[config.mk]
export PLATFORM = sky130hd
export DESIGN_NAME = hazard_forward_ctrl
export DESIGN_NICKNAME = d
export VERILOG_FILES = /design/src/rtl/hazard_forward_ctrl.sv
export SDC_FILE = /design/constraint.sdc
export NUM_CORES = 1
export LEC_CHECK = 0
export CORE_MARGIN = 4
export CORE_UTILIZATION = 47
export DETAILED_ROUTE_END_ITERATION = 7
export PLACE_DENSITY = 0.81
export SYNTH_ARGS = -nofsm -noshare
export SYNTH_HDL_FRONTEND = slang
export SYNTH_SLANG_ARGS = --single-unit
[constraint.sdc]
create_clock -name clk -period 2.9 [get_ports clk]
set_input_delay 0.58 -clock clk [delete_from_list [all_inputs] [get_ports clk]]
set_output_delay 0.58 -clock clk [all_outputs]
set_load 0.01 [all_outputs]
[src/rtl/hazard_forward_ctrl.sv]
// EX-stage hazard controller: operand forwarding, load-use stall, multi-cycle
// op sequencing, branch flush and saturating stall/flush performance counters.
module hazard_forward_ctrl #(
  parameter int unsigned REG_ADDR_W = 5,
  parameter int unsigned MC_LAT     = 4,
  parameter int unsigned CNT_W      = 32
) (
  input  logic                  clk,
  input  logic                  rst,
  input  logic [REG_ADDR_W-1:0] if_id_rs1,
  input  logic [REG_ADDR_W-1:0] if_id_rs2,
  input  logic [REG_ADDR_W-1:0] id_ex_rs1,
  input  logic [REG_ADDR_W-1:0] id_ex_rs2,
  input  logic [REG_ADDR_W-1:0] id_ex_rd,
  input  logic                  id_ex_mem_read,
  input  logic                  id_ex_multicycle,
  input  logic [REG_ADDR_W-1:0] ex_mem_rd,
  input  logic                  ex_mem_reg_write,
  input  logic [REG_ADDR_W-1:0] mem_wb_rd,
  input  logic                  mem_wb_reg_write,
  input  logic                  branch_taken,
  output logic [1:0]            forward_a,
  output logic [1:0]            forward_b,
  output logic                  pc_write,
  output logic                  if_id_write,
  output logic                  id_ex_write,
  output logic                  if_id_flush,
  output logic                  id_ex_flush,
  output logic                  ex_mem_bubble,
  output logic [CNT_W-1:0]      stall_count,
  output logic [CNT_W-1:0]      flush_count
);

  typedef enum logic {
    RUN,
    MC_BUSY
  } state_t;

  // Cycles spent in MC_BUSY before the release cycle; MC_LAT <= 16 fits in 4 bits.
  localparam logic [3:0] MC_LOAD = 4'(MC_LAT - 2);

  state_t     state, state_nx;
  logic [3:0] cnt, cnt_nx;
  logic       lu;
  logic       flush_evt;

  function automatic logic [1:0] fwd_sel(
    input logic [REG_ADDR_W-1:0] rs,
    input logic [REG_ADDR_W-1:0] em_rd,
    input logic                  em_wr,
    input logic [REG_ADDR_W-1:0] mw_rd,
    input logic                  mw_wr
  );
    if (em_wr && (em_rd != '0) && (em_rd == rs)) begin
      return 2'b10;
    end else if (mw_wr && (mw_rd != '0) && (mw_rd == rs)) begin
      return 2'b01;
    end else begin
      return 2'b00;
    end
  endfunction

  always_comb begin
    forward_a = fwd_sel(id_ex_rs1, ex_mem_rd, ex_mem_reg_write, mem_wb_rd, mem_wb_reg_write);
    forward_b = fwd_sel(id_ex_rs2, ex_mem_rd, ex_mem_reg_write, mem_wb_rd, mem_wb_reg_write);
  end

  assign lu = id_ex_mem_read && (id_ex_rd != '0) &&
              ((id_ex_rd == if_id_rs1) || (id_ex_rd == if_id_rs2));

  always_comb begin
    state_nx      = state;
    cnt_nx        = cnt;
    pc_write      = 1'b1;
    if_id_write   = 1'b1;
    id_ex_write   = 1'b1;
    if_id_flush   = 1'b0;
    id_ex_flush   = 1'b0;
    ex_mem_bubble = 1'b0;
    flush_evt     = 1'b0;
    case (state)
      RUN: begin
        if (branch_taken) begin
          if_id_flush = 1'b1;
          id_ex_flush = 1'b1;
          flush_evt   = 1'b1;
        end else if (id_ex_multicycle) begin
          pc_write      = 1'b0;
          if_id_write   = 1'b0;
          id_ex_write   = 1'b0;
          ex_mem_bubble = 1'b1;
          cnt_nx        = MC_LOAD;
          state_nx      = MC_BUSY;
        end else if (lu) begin
          // ID/EX still loads, but the flush turns the load into a bubble.
          pc_write    = 1'b0;
          if_id_write = 1'b0;
          id_ex_flush = 1'b1;
        end
      end
      MC_BUSY: begin
        if (cnt != '0) begin
          pc_write      = 1'b0;
          if_id_write   = 1'b0;
          id_ex_write   = 1'b0;
          ex_mem_bubble = 1'b1;
          cnt_nx        = cnt - 1'b1;
        end else begin
          state_nx = RUN;
        end
      end
    endcase
  end

  always_ff @(posedge clk or posedge rst) begin
    if (rst) begin
      state       <= RUN;
      cnt         <= '0;
      stall_count <= '0;
      flush_count <= '0;
    end else begin
      state <= state_nx;
      cnt   <= cnt_nx;
      if (!pc_write && (stall_count != '1)) begin
        stall_count <= stall_count + CNT_W'(1);
      end
      if (flush_evt && (flush_count != '1)) begin
        flush_count <= flush_count + CNT_W'(1);
      end
    end
  end

endmodule

==> results of run 1 <==
## per-layer routing
layer	routed length [um]	vias up
met5	0	-
met4	177	0
met3	425	17
met2	4780	94
met1	4100	1619
li1	-	1569
## flip-flops by register name, summed over array words and instances (netlist names)
register     flops
flush_count     32
state            1
stall_count     32
cnt              4
## cell usage after synthesis, drive strengths merged
library cell  number  share of area, %
xor2              56                13
clkbuf             1              0.10
nor3              15               3.1
o211ai             1              0.20
and2               4              0.67
a21o               1              0.20
nor2b              3              0.50
nand3             30               4.0
xnor2             38               8.9
mux2               2              0.71
a22oi              2              0.54
inv               10               1.0
or4                7               1.5
and4               9               2.1
o21ai              6              0.81
or3b               1              0.24
dfrtp             69                46
nor2              28               2.8
nor4              13               2.5
buf                5               1.0
nand3b             1              0.20
a32o               1              0.27
a31oi              1              0.17
and3               6               1.0
nand2             25               2.6
a211oi             1              0.54
a21oi              2              0.27
ha                 4               1.3
nand4             17               3.0
## what timing repair did
action	4_1_cts	5_1_grt
endpoints found under the setup margin	9	24
resized for setup	21	19
pin swaps	3	8
gates cloned	0	0
endpoints found under the hold margin	0	0
setup buffers	4	3
## worst max-delay path by stage
stage	start	to
final	id_ex_rd[1]	stall_count[21]
after global routing	id_ex_rd[1]	stall_count[18]
after CTS	ex_mem_rd[2]	forward_b[0]
after detailed placement	ex_mem_rd[2]	forward_b[0]
after global placement	ex_mem_rd[2]	forward_b[0]
after floorplan	cnt[0]	pc_write
## cell type report
cell class | count | area (um^2) | area share (%)
flip-flops and latches | 69 | 1730 | 31.4
repair buffers | 153 | 1440 | 26.2
inverters | 10 | 37.5 | 0.683
well taps | 102 | 128 | 2.32
multi-input cells | 274 | 1970 | 35.8
clock inverters | 5 | 50.0 | 0.911
clock buffers | 11 | 141 | 2.57
## power by group through the flow
stage	combinational, mW	sequential (mW)	clock (mW)
6_report	1.14	1.29	0.764
5_1_grt	1.23	1.31	0.821
4_1_cts	1.09	1.29	0.777
3_5_place_dp	1.09	1.30	0
3_3_place_gp	1.06	1.29	0
2_1_floorplan	0.537	1.31	0
## kinds of logic (layout without fill, tap and decap cells)
logic type	count (synthesis)	after routing	synth area share [%]
buffers and inverters	16	179	2.15
adder cells (fa/ha/maj)	4	4	1.34
AO/OA/AOI/OAI	15	15	2.99
flip-flops	69	69	46.4
multiplexers	2	2	0.705
XOR/XNOR	94	94	22.1
AND/OR/NAND/NOR	159	159	24.4
## per-stage QoR
| stage | utilization [%] | setup WS [ps] |
|---|---|---|
| final | 71.1 | 68.3 |
| after global routing | 71.1 | -42.0 |
| after CTS | 70.3 | -43.1 |
| after detailed placement | 67.4 | -418 |
| after global placement | 67.4 | -370 |
| after floorplan | - | 358 |
==> impl_metrics.toml, run 1 <==
[pwr]
pwr-share-comb_pct = 35.7
p_seq_share_pct = 40.3
power.density_mw_per_mm2 = 581
p_int_mw = 2.12
power_mw = 3.19
power_frac_clock_pct = 23.9
power_switching_mw = 1.07
leakage_nw = 2.44
peakVddDrop_mv = 0.454
swShare_pct = 33.5

[critical_path]
crit_type = "input port to register"
cp_slowest_cell = "or4_4"
rrSetupSlack_ps = 370
cp_common_cell = "buf_4"
r2r-start = "state"
endpoint_kind = "register"
cp.depth = 12
slowest_delay_ps = 550
cpLargestDelayFamily = "buffers and inverters"
crit_buf_inv = 6
start_kind = "input port"
worstPathMaxFanout = 18
r2r_end = "stall_count[19]"
reg2reg_depth = 11
required_ps = 3100
worstPathCellList = "clkdlybuf4s50_1 -> or4_4 -> o211ai_1 -> buf_4 -> buf_4 -> buf_4 -> buf_4 -> a32o_1 -> a21o_1 -> buf_6 -> nor4_1 -> xor2_1"
crit_arrival_ps = 3030

[global_routing]
gr-usage-met3_pct = 4.33
grt.overflow.total = 0
grt_start_max_net_pins = 70
antenna_found_initial = 0
grt_pass1_wl_um = 15600
grt.total_usage_pct = 19.8
grt_pass1_vias = 3315
grt.busiest_layer = "met2"
met1_usage_pct = 25.4
met2_usage_pct = 33.4

[route]
via_per_inst = 5.29
routedWlPerCell_um = 15.2
ant_nets = 0
totalWireLength_um = 9490
drc = 0
drt-pass1-iter-count = 4
drt-initial-drc-count = 88
via_count = 3299

[floorplan]
core_area_mm2 = 0.00773
die_area_mm2 = 0.00941
die_w_um = 97.0
die_y_um = 97.0
num_io_pins = 116
num_rows = 32
initial_core_util_pct = 48.2

[synthesis]
synth_area_mm2 = 0.00372
syn_avg_cell_area_um2 = 10.4
yosysWarnings = 0
ys_ff_latch = 69
synth_cell_types = 40
synth_fp_nets = 405
synth_seq_area_share_pct = 46.4
syn_inst = 359

[cts]
cts_buffer_depth = 2
insertion_delay_ps = 340
cts_buffers = 9
clk_pin_slew_worst_paths_ps = 70
cts_tree = "yes"
cts.htree.levels = 3
hold_buffers = 0
cts-root-buf = "clkbuf_8"
cts.sinks = 69

[place]
place.detailed.hpwl_um = 7110
place_inst = 601
numPortBuffers = 115
post_dp_cell_area_mm2 = 0.00521
place_congestion = 0.935

[timing]
skew_ps = 6.41
holdWs_ps = 492
period_needed_ps = 2830
report.final.setup_viol = 0
slew_viol_final = 0
totalNegativeSetupSlack_ps = 0
hold_viol_final = 0
period_share_pct = 97.6
tightest_slew_ps = 407
fmax_mhz = 353
max-slew-margin-rel_pct = 72.7

[layout]
fin_area_mm2 = 0.00549
layout_commonest_cell = "clkdlybuf4s50_1"
n_antenna_cell = 0
area_growth_pct = 47.5
finalNonFillerCells = 624
drive_gt1_share_pct = 15.9
nFillCells = 567
final_cell_mix = "clkdlybuf4s50_1, dfrtp_1, xor2_1"
layout.nets = 563

[min_path]
holdPathEnd = "stall_count[29]"
hold_class = "register to register"
min_path_cells = 1
min_from = "stall_count[29]"

[flow_run]
maxCapViolCount = 0

[run_status]
run_status = "finished clean"
No activity file was read; power rests on OpenSTA's default activity.
==> run 2, diff against run 1 <==
- CORE_MARGIN: 4 -> default
- SETUP_SLACK_MARGIN: default -> 0.1
==> impl_metrics.toml, run 2 (same netlist as run 1, synthesis figures left out) <==
[critical_path]
slowest_delay_ps = 610
rrSetupSlack_ps = 410
r2r_end = "stall_count[20]"
r2r-start = "state"
worstPathCellList = "clkdlybuf4s50_1 -> xnor2_1 -> nand3_1 -> nor4_2 -> dlygate4sd2_1"
crit_buf_inv = 2
reg2reg_depth = 10
start_kind = "input port"
cpLargestDelayFamily = "buffers and inverters"
crit_arrival_ps = 2180
crit_path_end = "forward_a[1]"
crit_type = "input port to primary output"
cp.depth = 5
worstPathMaxFanout = 3
critPathLaunch = "ex_mem_rd[0]"
cp_slowest_cell = "clkdlybuf4s50_1"
endpoint_kind = "primary output"
required_ps = 2320

[route]
via_count = 3275
drt-initial-drc-count = 89
drt-pass1-iter-count = 4
via_per_inst = 5.26
routedWlPerCell_um = 14.8
met2_length_um = 4710
drc = 0
top_layer = "met4"
totalWireLength_um = 9210
dr_wl_met3_um = 509
wl_met1_um = 3860
ant_nets = 0

[timing]
fmax_mhz = 362
max-slew-margin-rel_pct = 71.5
slew_viol_final = 0
skew_ps = 13.0
setup_ws_ps = 139
tightest_slew_ps = 425
hold_viol_final = 0
rsz0062_at_grt = "yes"
holdWs_ps = 493
report.final.setup_viol = 0
period_needed_ps = 2760
period_share_pct = 95.2

[layout]
drive_gt1_share_pct = 15.7
seq_area_mm2 = 0.00173
nFillCells = 573
finalNonFillerCells = 623
area_growth_pct = 48.7
final_cell_mix = "clkdlybuf4s50_1, dfrtp_1, xor2_1"
layout_commonest_cell = "clkdlybuf4s50_1"
post-route-util_pct = 72.1
reg.largest.list = "flush_count: 32 flops, stall_count: 32 flops, cnt: 4 flops"
n_antenna_cell = 0
layout.nets = 562
multi_input_area_mm2 = 0.00197

[place]
place_congestion = 0.914
place_inst = 601
dpl_worst_slack_ps = -428
place.detailed.hpwl_um = 6780
numPortBuffers = 115

[pwr]
pwr-share-comb_pct = 33.3
power.density_mw_per_mm2 = 608
power_switching_mw = 1.09
p_seq_share_pct = 38.2
p_int_mw = 2.28
power_frac_clock_pct = 28.5
peakVddDrop_mv = 0.542
power_mw = 3.37
leakage_nw = 2.46
swShare_pct = 32.3

[global_routing]
grt.overflow.total = 0
grt_pass1_wl_um = 15300
grt_pass1_vias = 3295
grt_start_max_net_pins = 33
antenna_found_initial = 0
grt.total_usage_pct = 23.1

[floorplan]
num_io_pins = 116
die_y_um = 91.0
die_w_um = 91.0
num_rows = 32
core_area_mm2 = 0.00769
die_area_mm2 = 0.00829
initial_core_util_pct = 48.5

[cts]
hold_buffers = 0
cts_tree = "yes"
cts-root-buf = "clkbuf_8"
cts.sinks = 69
clk_pin_slew_worst_paths_ps = 80
insertion_delay_ps = 350
cts_buffers = 9
cts.htree.levels = 3
cts_buffer_depth = 2

[run_status]
run_status = "finished clean"

[min_path]
hold_class = "register to register"

[flow_run]
maxCapViolCount = 0
==> run 2: power by group through the flow <==
stage	combinational (mW)	clock [mW]	sequential (mW)
after detailed placement	1.12	0	1.30
final	1.12	0.962	1.29
after global routing	1.23	1.02	1.31
after CTS	1.14	0.979	1.28
after global placement	1.09	0	1.29
after floorplan	0.537	0	1.31
==> run 2: stage by stage <==
stage                     cell area [um^2]  setup TNS (ps)
final                                 5540               0
after global routing                  5540               0
after CTS                             5510               0
after detailed placement              5220           -1760
after global placement                5220           -1380
after floorplan                       3720               0
==> run 2: worst reg2reg max path, cell delays in order (launching register included) <==
cell and delay, ps:
dfrtp_1 450, nor2_1 270, o211ai_1 170, buf_4 160, buf_4 120, buf_4 120, a32o_1 190, a21o_1 190
buf_4 200, nor4_1 380, xor2_1 180
==> run 2: repair_timing <==
item | 4_1_cts | 5_1_grt
setup endpoints to repair | 9 | 9
gates resized for setup | 30 | 13
pin swaps | 6 | 8
buffers inserted | 4 | 2
==> run 2: area by class of cell <==
class / instances / area share [%]
repair buffers: 152 / 25.9
inverters: 10 / 0.678
well taps: 102 / 2.30
multi-input cells: 274 / 35.5
clock inverters: 7 / 2.24
flip-flops and latches: 69 / 31.2
clock buffers: 9 / 2.24
==> run 2: worst min-delay path by stage <==
| stage | startpoint | end | slack, ps | cells after the start |
|---|---|---|---|---|
| after floorplan | cnt[0] | cnt[0] | 480 | 1 |
| after global placement | flush_count[22] | flush_count[22] | 480 | 1 |
| after detailed placement | flush_count[27] | flush_count[27] | 490 | 1 |
| after CTS | flush_count[15] | flush_count[15] | 500 | 1 |
| after global routing | flush_count[27] | flush_count[27] | 520 | 1 |
| final | flush_count[15] | flush_count[15] | 490 | 1 |
==> run 2: per-layer routing <==
| metal | GRT usage, % | vias to the layer above |
|---|---|---|
| li1 | - | 1565 |
| met1 | 28.4 | 1591 |
| met2 | 40.3 | 105 |
| met3 | 5.03 | 14 |
| met4 | 7.54 | 0 |
| met5 | 0 | - |
